<file path="config.mk">
export PLATFORM = sky130hd
export DESIGN_NAME = mem_port_arbiter
export DESIGN_NICKNAME = d
export VERILOG_FILES = /design/src/rtl/mem_port_arbiter.sv
export SDC_FILE = /design/constraint.sdc
export NUM_CORES = 1
export LEC_CHECK = 0
export CAP_MARGIN = 20
export CELL_PAD_IN_SITES_DETAIL_PLACEMENT = 0
export CELL_PAD_IN_SITES_GLOBAL_PLACEMENT = 1
export CORE_AREA = 2 2 664 666
export CTS_CLUSTER_SIZE = 30
export DETAILED_ROUTE_END_ITERATION = 8
export DIE_AREA = 0 0 666 668
export DONT_BUFFER_PORTS = 1
export PLACE_DENSITY = 0.3
export SLEW_MARGIN = 20
export SYNTH_ARGS = -nofsm -noshare
export SYNTH_HDL_FRONTEND = slang
export SYNTH_SLANG_ARGS = --single-unit
</file>
<file path="constraint.sdc">
create_clock -name clk -period 25.6 [get_ports clk]
set_clock_uncertainty 0.2 [all_clocks]
set_input_delay 6.4 -clock clk [delete_from_list [all_inputs] [get_ports clk]]
set_output_delay 6.4 -clock clk [all_outputs]
set_load 0.02 [all_outputs]
</file>
<file path="src/rtl/mem_port_arbiter.sv">
// ---------------------------------------------------------------------------
// mem_port_arbiter
//
// Shares one cacheline-wide physical memory port between the instruction
// cache (I), the data cache (D) and the next-line prefetcher (P). Exactly one
// line transaction is in flight at a time. An I-cache miss that hits the line
// a prefetch is already fetching is answered by that prefetch, and a
// contention counter reports how often someone had to wait.
//
// Ports
//   clk, reset            rising-edge clock, asynchronous active-high reset
//   i_read, i_address     icache line read request (held until i_resp)
//   i_rdata, i_resp       icache line data / completion pulse
//   d_read, d_write       dcache fill / writeback request (write wins if both)
//   d_address, d_wdata    dcache line address / writeback line
//   d_rdata, d_resp       dcache line data / completion pulse
//   p_read, p_address     prefetch line read request
//   p_rdata, p_resp       prefetched line / completion pulse
//   pmem_read, pmem_write memory command, held until pmem_resp
//   pmem_address          line-aligned memory address
//   pmem_wdata            writeback data (zero unless serving a D write)
//   pmem_rdata, pmem_resp memory read data / completion pulse
//   conflict_count        cycles in which a requester waited on another
// ---------------------------------------------------------------------------
module mem_port_arbiter #(
    parameter int LINE_W       = 256,
    parameter int STARVE_LIMIT = 4
) (
    input  logic              clk,
    input  logic              reset,

    input  logic              i_read,
    input  logic [31:0]       i_address,
    output logic [LINE_W-1:0] i_rdata,
    output logic              i_resp,

    input  logic              d_read,
    input  logic              d_write,
    input  logic [31:0]       d_address,
    input  logic [LINE_W-1:0] d_wdata,
    output logic [LINE_W-1:0] d_rdata,
    output logic              d_resp,

    input  logic              p_read,
    input  logic [31:0]       p_address,
    output logic [LINE_W-1:0] p_rdata,
    output logic              p_resp,

    output logic              pmem_read,
    output logic              pmem_write,
    output logic [31:0]       pmem_address,
    output logic [LINE_W-1:0] pmem_wdata,
    input  logic [LINE_W-1:0] pmem_rdata,
    input  logic              pmem_resp,

    output logic [31:0]       conflict_count
);

    localparam int          OFFSET     = $clog2(LINE_W / 8);
    localparam logic [31:0] LINE_MASK  = ~((32'd1 << OFFSET) - 32'd1);
    localparam logic [3:0]  STARVE_CAP = 4'(STARVE_LIMIT);

    typedef enum logic [2:0] {
        IDLE,
        SERVE_D,
        SERVE_I,
        SERVE_P,
        RECOVER
    } state_t;

    state_t            state;
    state_t            state_next;

    // Transaction captured at grant time so the requester inputs need not
    // stay meaningful to us while memory is working.
    logic [31:0]       line_address;
    logic [LINE_W-1:0] line_wdata;
    logic              line_is_write;

    logic [31:0]       grant_address;
    logic [LINE_W-1:0] grant_wdata;
    logic              grant_is_write;

    logic [3:0]        d_streak;
    logic [3:0]        d_streak_next;
    logic              waiting;

    logic              d_req;
    logic              i_line_match;
    logic              merge_hit;

    assign d_req        = d_read | d_write;
    assign i_line_match = ((i_address ^ line_address) & LINE_MASK) == 32'd0;
    assign merge_hit    = (state == SERVE_P) && i_read && i_line_match;

    // Returned line data is only driven toward the requester that is being
    // answered this cycle; everyone else sees zero.
    assign i_rdata = i_resp ? pmem_rdata : '0;
    assign d_rdata = d_resp ? pmem_rdata : '0;
    assign p_rdata = p_resp ? pmem_rdata : '0;

    // Next-state and output decode. In IDLE this picks the winner (D over I
    // over P, except that a starved I jumps ahead of D) and prepares the
    // line to capture. In a SERVE state the memory command comes purely from
    // the registered transaction, and the completion pulse follows pmem_resp
    // combinationally. A P completion also answers a waiting I for the same
    // line, which is what makes the merge free.
    always_comb begin
        state_next     = state;
        grant_address  = 32'd0;
        grant_wdata    = '0;
        grant_is_write = 1'b0;
        pmem_read      = 1'b0;
        pmem_write     = 1'b0;
        pmem_address   = 32'd0;
        pmem_wdata     = '0;
        i_resp         = 1'b0;
        d_resp         = 1'b0;
        p_resp         = 1'b0;

        case (state)
            IDLE: begin
                if (i_read && (d_streak == STARVE_CAP)) begin
                    state_next    = SERVE_I;
                    grant_address = i_address & LINE_MASK;
                end else if (d_req) begin
                    state_next     = SERVE_D;
                    grant_address  = d_address & LINE_MASK;
                    grant_is_write = d_write;
                    grant_wdata    = d_write ? d_wdata : '0;
                end else if (i_read) begin
                    state_next    = SERVE_I;
                    grant_address = i_address & LINE_MASK;
                end else if (p_read) begin
                    state_next    = SERVE_P;
                    grant_address = p_address & LINE_MASK;
                end
            end

            SERVE_D: begin
                pmem_read    = ~line_is_write;
                pmem_write   = line_is_write;
                pmem_address = line_address;
                pmem_wdata   = line_wdata;
                if (pmem_resp) begin
                    d_resp     = 1'b1;
                    state_next = RECOVER;
                end
            end

            SERVE_I: begin
                pmem_read    = 1'b1;
                pmem_address = line_address;
                if (pmem_resp) begin
                    i_resp     = 1'b1;
                    state_next = RECOVER;
                end
            end

            SERVE_P: begin
                pmem_read    = 1'b1;
                pmem_address = line_address;
                if (pmem_resp) begin
                    p_resp     = 1'b1;
                    i_resp     = merge_hit;
                    state_next = RECOVER;
                end
            end

            RECOVER: begin
                state_next = IDLE;
            end

            default: begin
                state_next = IDLE;
            end
        endcase
    end

    // Starvation bookkeeping and contention detection. The streak grows with
    // every D completion that left an I request waiting, saturating at the
    // limit, and is wiped whenever I gets its line (directly or via a merge)
    // or when D completes with nobody from I waiting. A cycle counts as
    // contended when anyone other than the served requester is asking; an I
    // that will be satisfied by the prefetch in flight is not really waiting.
    always_comb begin
        d_streak_next = d_streak;
        waiting       = 1'b0;

        case (state)
            SERVE_D: begin
                waiting = i_read | p_read;
                if (pmem_resp) begin
                    if (!i_read) begin
                        d_streak_next = 4'd0;
                    end else if (d_streak < STARVE_CAP) begin
                        d_streak_next = d_streak + 4'd1;
                    end
                end
            end
            SERVE_I: begin
                waiting = d_req | p_read;
                if (pmem_resp) begin
                    d_streak_next = 4'd0;
                end
            end
            SERVE_P: begin
                waiting = d_req | (i_read & ~i_line_match);
                if (pmem_resp && merge_hit) begin
                    d_streak_next = 4'd0;
                end
            end
            default: begin
                waiting = 1'b0;
            end
        endcase
    end

    // State, captured transaction and counters. Reset may land in the middle
    // of a transaction; everything simply returns to IDLE because the memory
    // side is reset by the same signal and will not answer the old request.
    always_ff @(posedge clk or posedge reset) begin
        if (reset) begin
            state          <= IDLE;
            line_address   <= 32'd0;
            line_wdata     <= '0;
            line_is_write  <= 1'b0;
            d_streak       <= 4'd0;
            conflict_count <= 32'd0;
        end else begin
            state          <= state_next;
            d_streak       <= d_streak_next;
            conflict_count <= conflict_count + {31'd0, waiting};
            if (state == IDLE) begin
                line_address  <= grant_address;
                line_wdata    <= grant_wdata;
                line_is_write <= grant_is_write;
            end
        end
    end

endmodule

</file>
[Yosys cells after proc, flatten, opt, wreduce, memory -nomap -nowiden]
Index checks and enable logic that the tools add are counted.
Word-level totals
  logic and storage cells: 72
  input port bits: 615
  bits in registers: 328
  output and inout bits: 1093
Operators by class
  eq/ne operators: 10
  add/sub/neg operators: 2
  order comparisons: 1
  multiplexer cells: 34
  bitwise gates (word level): 8
  reduce and logical (&&, ||, !) cells: 11
Operators with widths (number)
  two-way mux 256 bit: 7
  two-way mux 32 bit: 5
  adder 32 x 1 -> 32 bit: 1
  zero test 32 bit: 1
  bitwise XOR 32 bit: 1
  two-way mux 4 bit: 5
  two-way mux 3 bit: 5
  one-hot mux 4 bit (3 select lines): 1
  two-way mux 1 bit: 7
  equality test 3 x 2 -> 1 bit, second input constant: 2
  one-hot mux 3 bit (2 select lines): 1
  inequality test 5 bit, second input constant: 1
  AND reduction 5 bit: 1
  adder 4 x 1 -> 4 bit, second input constant: 1
  equality test 4 x 3 -> 1 bit, second input constant: 1
  logical AND 1 bit: 4
  < comparator 4 x 3 -> 1 bit, second input constant: 1
  inequality test 2 x 1 -> 1 bit, second input constant: 2
  inequality test 2 bit, second input constant: 2
  bitwise OR 1 bit: 4
  one-hot mux 1 bit (2 select lines): 2
  equality test 3 x 1 -> 1 bit, second input constant: 1
  zero test 3 bit: 1
  inequality test 3 bit, second input constant: 1
  7 further kinds: 8

[Depth between registers and ports, before layout]
  depth in word-level cells: 7
  gate-level depth with buffers: 12
  gate-level depth less buffers: 12

[Worst setup path before layout]
Ideal clock, no wire load.
  kind: input to output
  start: input i_address[8]
  end: output i_rdata[246]
  data arrival time: 7.868 ns
  path buffers: 1
  data required time: 19.000 ns
  slack: 11.132 ns
  stages: 6
  cell sequence: xor2_1 nor4_2 nand4_1 o22ai_2 clkbuf_1 and2_1
On the way
  cells in the longest elaborated chain, start to end: 6
Ends and longest elaborated chain
  start, declared: line 33  | input logic [31:0] i_address,
  bitwise XOR 32 bit: line 93  | assign i_line_match = ((i_address ^ line_address) & LINE_MASK) == 32'd0;
  zero test 32 bit: line 93
  logical AND 1 bit: line 94  | assign merge_hit = (state == SERVE_P) && i_read && i_line_match;
  two-way mux 1 bit: line 163  | if (pmem_resp) begin
  one-hot mux 1 bit (2 select lines): line 121  | case (state)
  net i_resp: line 35  | output logic i_resp,
  two-way mux 256 bit: line 98  | assign i_rdata = i_resp ? pmem_rdata : '0;
  end, declared: line 34  | output logic [LINE_W-1:0] i_rdata,
The timed path passes the listed nets, and every way through them passes these cells.

[Worst setup path after layout]
  start: input i_address[28]
  end: output i_rdata[62]
On the way
  cells in the longest elaborated chain, start to end: 6
Ends and longest elaborated chain (line)
  bitwise XOR 32 bit: 93
  zero test 32 bit: 93
  logical AND 1 bit: 94
  two-way mux 1 bit: 163
  one-hot mux 1 bit (2 select lines): 121
  two-way mux 256 bit: 98
No other way between the ends.

==> results.json <==
{
  "area_delta_synth_final_pct": 46.2,
  "syn_inst": 2131,
  "hp-class": "register to register",
  "grt_usage_pct": 10.3,
  "synth_top_cell_by_area": "dfrtp_1",
  "switchingPower_uw": 1490,
  "drive_above_1_share_pct": 5.48,
  "num_vias": 20200,
  "synth_area_per_cell_um2": 9.21,
  "max_cap_viol_count": 0,
  "cts_tree": "done",
  "die_w_um": 666,
  "multi_input_area_um2": 10700,
  "via_per_inst": 2.50,
  "regArea_um2": 8080,
  "critPathMaxStageDelay_ps": 660,
  "p_int_uw": 1490,
  "ctsResizeCount": 0,
  "synthTopCellsByArea": "dfrtp_1 (41%), and2_1 (34%), a22o_1 (11%)",
  "synth-seq-area-share_pct": 41.2,
  "cellPowerDensity_nw_per_um2": 104,
  "clk_pin_slew_ps": 50,
  "arrival_ps": 9990,
  "worstPathRequired_ps": 19000,
  "clk_latency_ps": 690,
  "crit_path_max_fanout": 82,
  "critPathLaunchType": "input port",
  "crit_type": "input port to primary output",
  "fin_util_pct": 6.56,
  "final_nets": 2633,
  "cp_slowest_cell": "buf_4",
  "antenna_found_initial": 270,
  "first_iter_violations": 1959,
  "drc_errors": 0,
  "clockBufferDepth": 3,
  "status": "complete, but fails checks",
  "grt_max_degree": 205,
  "comb_power_share_pct": 46.2,
  "ys_types": 40,
  "cts_root_buffer": "clkbuf_16",
  "die_area_um2": 445000,
  "die_y_um": 668,
  "ant_nets": 1,
  "synth_top_area_share_pct": 41.2,
  "routedWlPerCell_um": 30.5,
  "core_area_um2": 437000,
  "rsz0062_at_grt": "no",
  "htreeDepth": 2,
  "dp_hpwl_mm": 213,
  "ys_warn_count": 0,
  "fill_cells": 51300,
  "routed_wl_mm": 247,
  "place_congestion": 0.850,
  "grt_pass1_vias": 16200,
  "totalNegativeSetupSlack_ps": 0,
  "setup_violations": 0,
  "numCtsBuffers": 45,
  "postCtsSetupRepairBufs": 0,
  "slew_violations": 0,
  "dr.pass1.iters": 5,
  "finalCritPeriodShare_pct": 64.8,
  "overflow": 0,
  "portBuffers": 0,
  "grt_pass1_wl_mm": 280,
  "p_clk_share_pct": 23.4,
  "synth_seq_cells": 323,
  "leakagePower_uw": 0.00994,
  "hold_viol": 0,
  "ios": 1708,
  "floorplan.initialDensity_pct": 4.49,
  "timing.critical_path.to_type": "primary output",
  "cts_sinks": 323,
  "hold_buffers": 0,
  "period_minus_slack_ps": 16590,
  "netlist_area_um2": 19600,
  "rows": 243,
  "peakVddDrop_v": 0.0000744,
  "worst_pin_slew_ps": 1080,
  "timing.fmax_mhz": 60.3,
  "swShare_pct": 49.9,
  "violations": "antenna rules",
  "slew_headroom_pct": 27.8,
  "seq_power_share_pct": 30.4,
  "critPathMostFrequentCell": "buf_4",
  "crit_chain": "xor2_1 -> nor4_1 -> nand4_1 -> o22ai_4 -> buf_4 -> buf_4 -> and2_1"
}
-- critical path, delay by kind of cell --
family                 cells  cell delay (ps)
AO/OA/AOI/OAI              1              230
XOR/XNOR                   1              260
buffers and inverters      2             1190
AND/OR/NAND/NOR            3             1680
-- cells in the final DEF (no fill, tap or decap), drive strengths merged, types with 3 or more instances in the layout --
master / n
nor2: 18
nor4: 10
and3: 6
inv: 21
clkinvlp: 3
o21ai: 6
o31ai: 27
dfrtp: 323
nand4: 8
o22ai: 31
clkbuf: 58
nand2: 48
clkinv: 5
nand3: 15
and2: 1051
buf: 29
a22o: 257
bufinv: 6
xor2: 40
xnor2: 17
ha: 4
a21oi: 31
nor3: 11
conb: 5
nand2b: 4
diode: 302
-- final cells by class --
type	count	share of cell area, %
Clock inverter	20	1.20
Clock buffer	58	4.16
Antenna cell	302	2.63
Multi-Input combinational cell	1600	37.4
Sequential cell	323	28.2
Tap cell	5757	25.1
Timing Repair Buffer	29	1.14
Inverter	15	0.222
-- cells in the mapped netlist --
cell and number:
and2_1 1051, dfrtp_1 323, a22o_1 257, clkbuf_1 136, buf_2 49, nand2_1 48, xor2_1 40, a21oi_1 31
o22ai_1 30, o31ai_1 27, nor2_1 18, xnor2_1 17, inv_1 15, nand3_1 15, nor3_1 11, buf_4 7
nand4_1 7, nor4_1 7, and3_1 6, buf_1 5, ha_1 4, nand2b_1 4, o21ai_0 4, nor4_2 2
o21ai_1 2, a21o_1 1, and3b_1 1, conb_1 1, nand3b_1 1, nand4_2 1, nand4b_1 1, nor3b_1 1
nor4_4 1, nor4b_4 1, o21a_1 1, o21bai_1 1, o22ai_2 1, o2bb2ai_1 1, o32ai_1 1, or3_1 1
-- power by group through the flow --
stage	Clock, uW	Sequential [uW]	Combinational, uW
2_1_floorplan	0	834	981
3_3_place_gp	0	911	1410
3_5_place_dp	0	909	1420
4_1_cts	743	908	1420
5_1_grt	752	937	1480
6_report	696	904	1380
-- sequential cells by signal (all words and copies together), names as in the netlist --
name / flops
d_streak: 4
line_is_write: 1
line_address: 27
line_wdata: 256
state: 3
conflict_count: 32
-- path summary, 6_finish.rpt --
path	slack, ps	startpoint	to	cells past startpoint
max in group asynchronous	16940	reset	line_wdata[9]	4
min	280	line_is_write	line_is_write	1
max	9010	i_address[28]	i_rdata[62]	7
min in group asynchronous	5410	reset	line_wdata[70]	1
max reg2reg	21060	line_address[28]	conflict_count[28]	12
min reg2reg	280	line_is_write	line_is_write	1
-- layer usage --
| layer | part of all wire, % | vias to the layer above | global-route usage (%) |
|---|---|---|---|
| li1 | - | 7212 | - |
| met1 | 31 | 10100 | 9.59 |
| met2 | 49 | 2002 | 18.5 |
| met3 | 13 | 802 | 6.10 |
| met4 | 5.9 | 106 | 3.99 |
| met5 | 0.31 | - | 0 |
-- cell families (layout without fill, tap and decap cells) --
| logic type | count (synthesis) | count (layout) | share of synthesized area [%] |
|---|---|---|---|
| AO/OA/AOI/OAI | 357 | 357 | 14.7 |
| other | 1 | 307 | 0.0191 |
| XOR/XNOR | 57 | 57 | 2.54 |
| adder cells (fa/ha/maj) | 4 | 4 | 0.255 |
| flip-flops | 323 | 323 | 41.2 |
| AND/OR/NAND/NOR | 1177 | 1177 | 36.8 |
| buffers and inverters | 212 | 122 | 4.50 |
-- through the flow --
stage          instances  hold WS (ps)  worst slack [ps]  total power (uW)  cell area, um^2
2_1_floorplan       2135           250             10060              1820            19600
3_3_place_gp        7721           264              8700              2320            26300
3_5_place_dp        7722           267              8690              2320            26300
4_1_cts             7800           280              8690              3070            27900
5_1_grt             7918           295              8950              3170            28200
6_report            8104           278              9010              2980            28700
No activity file was read; power rests on OpenSTA's default activity.
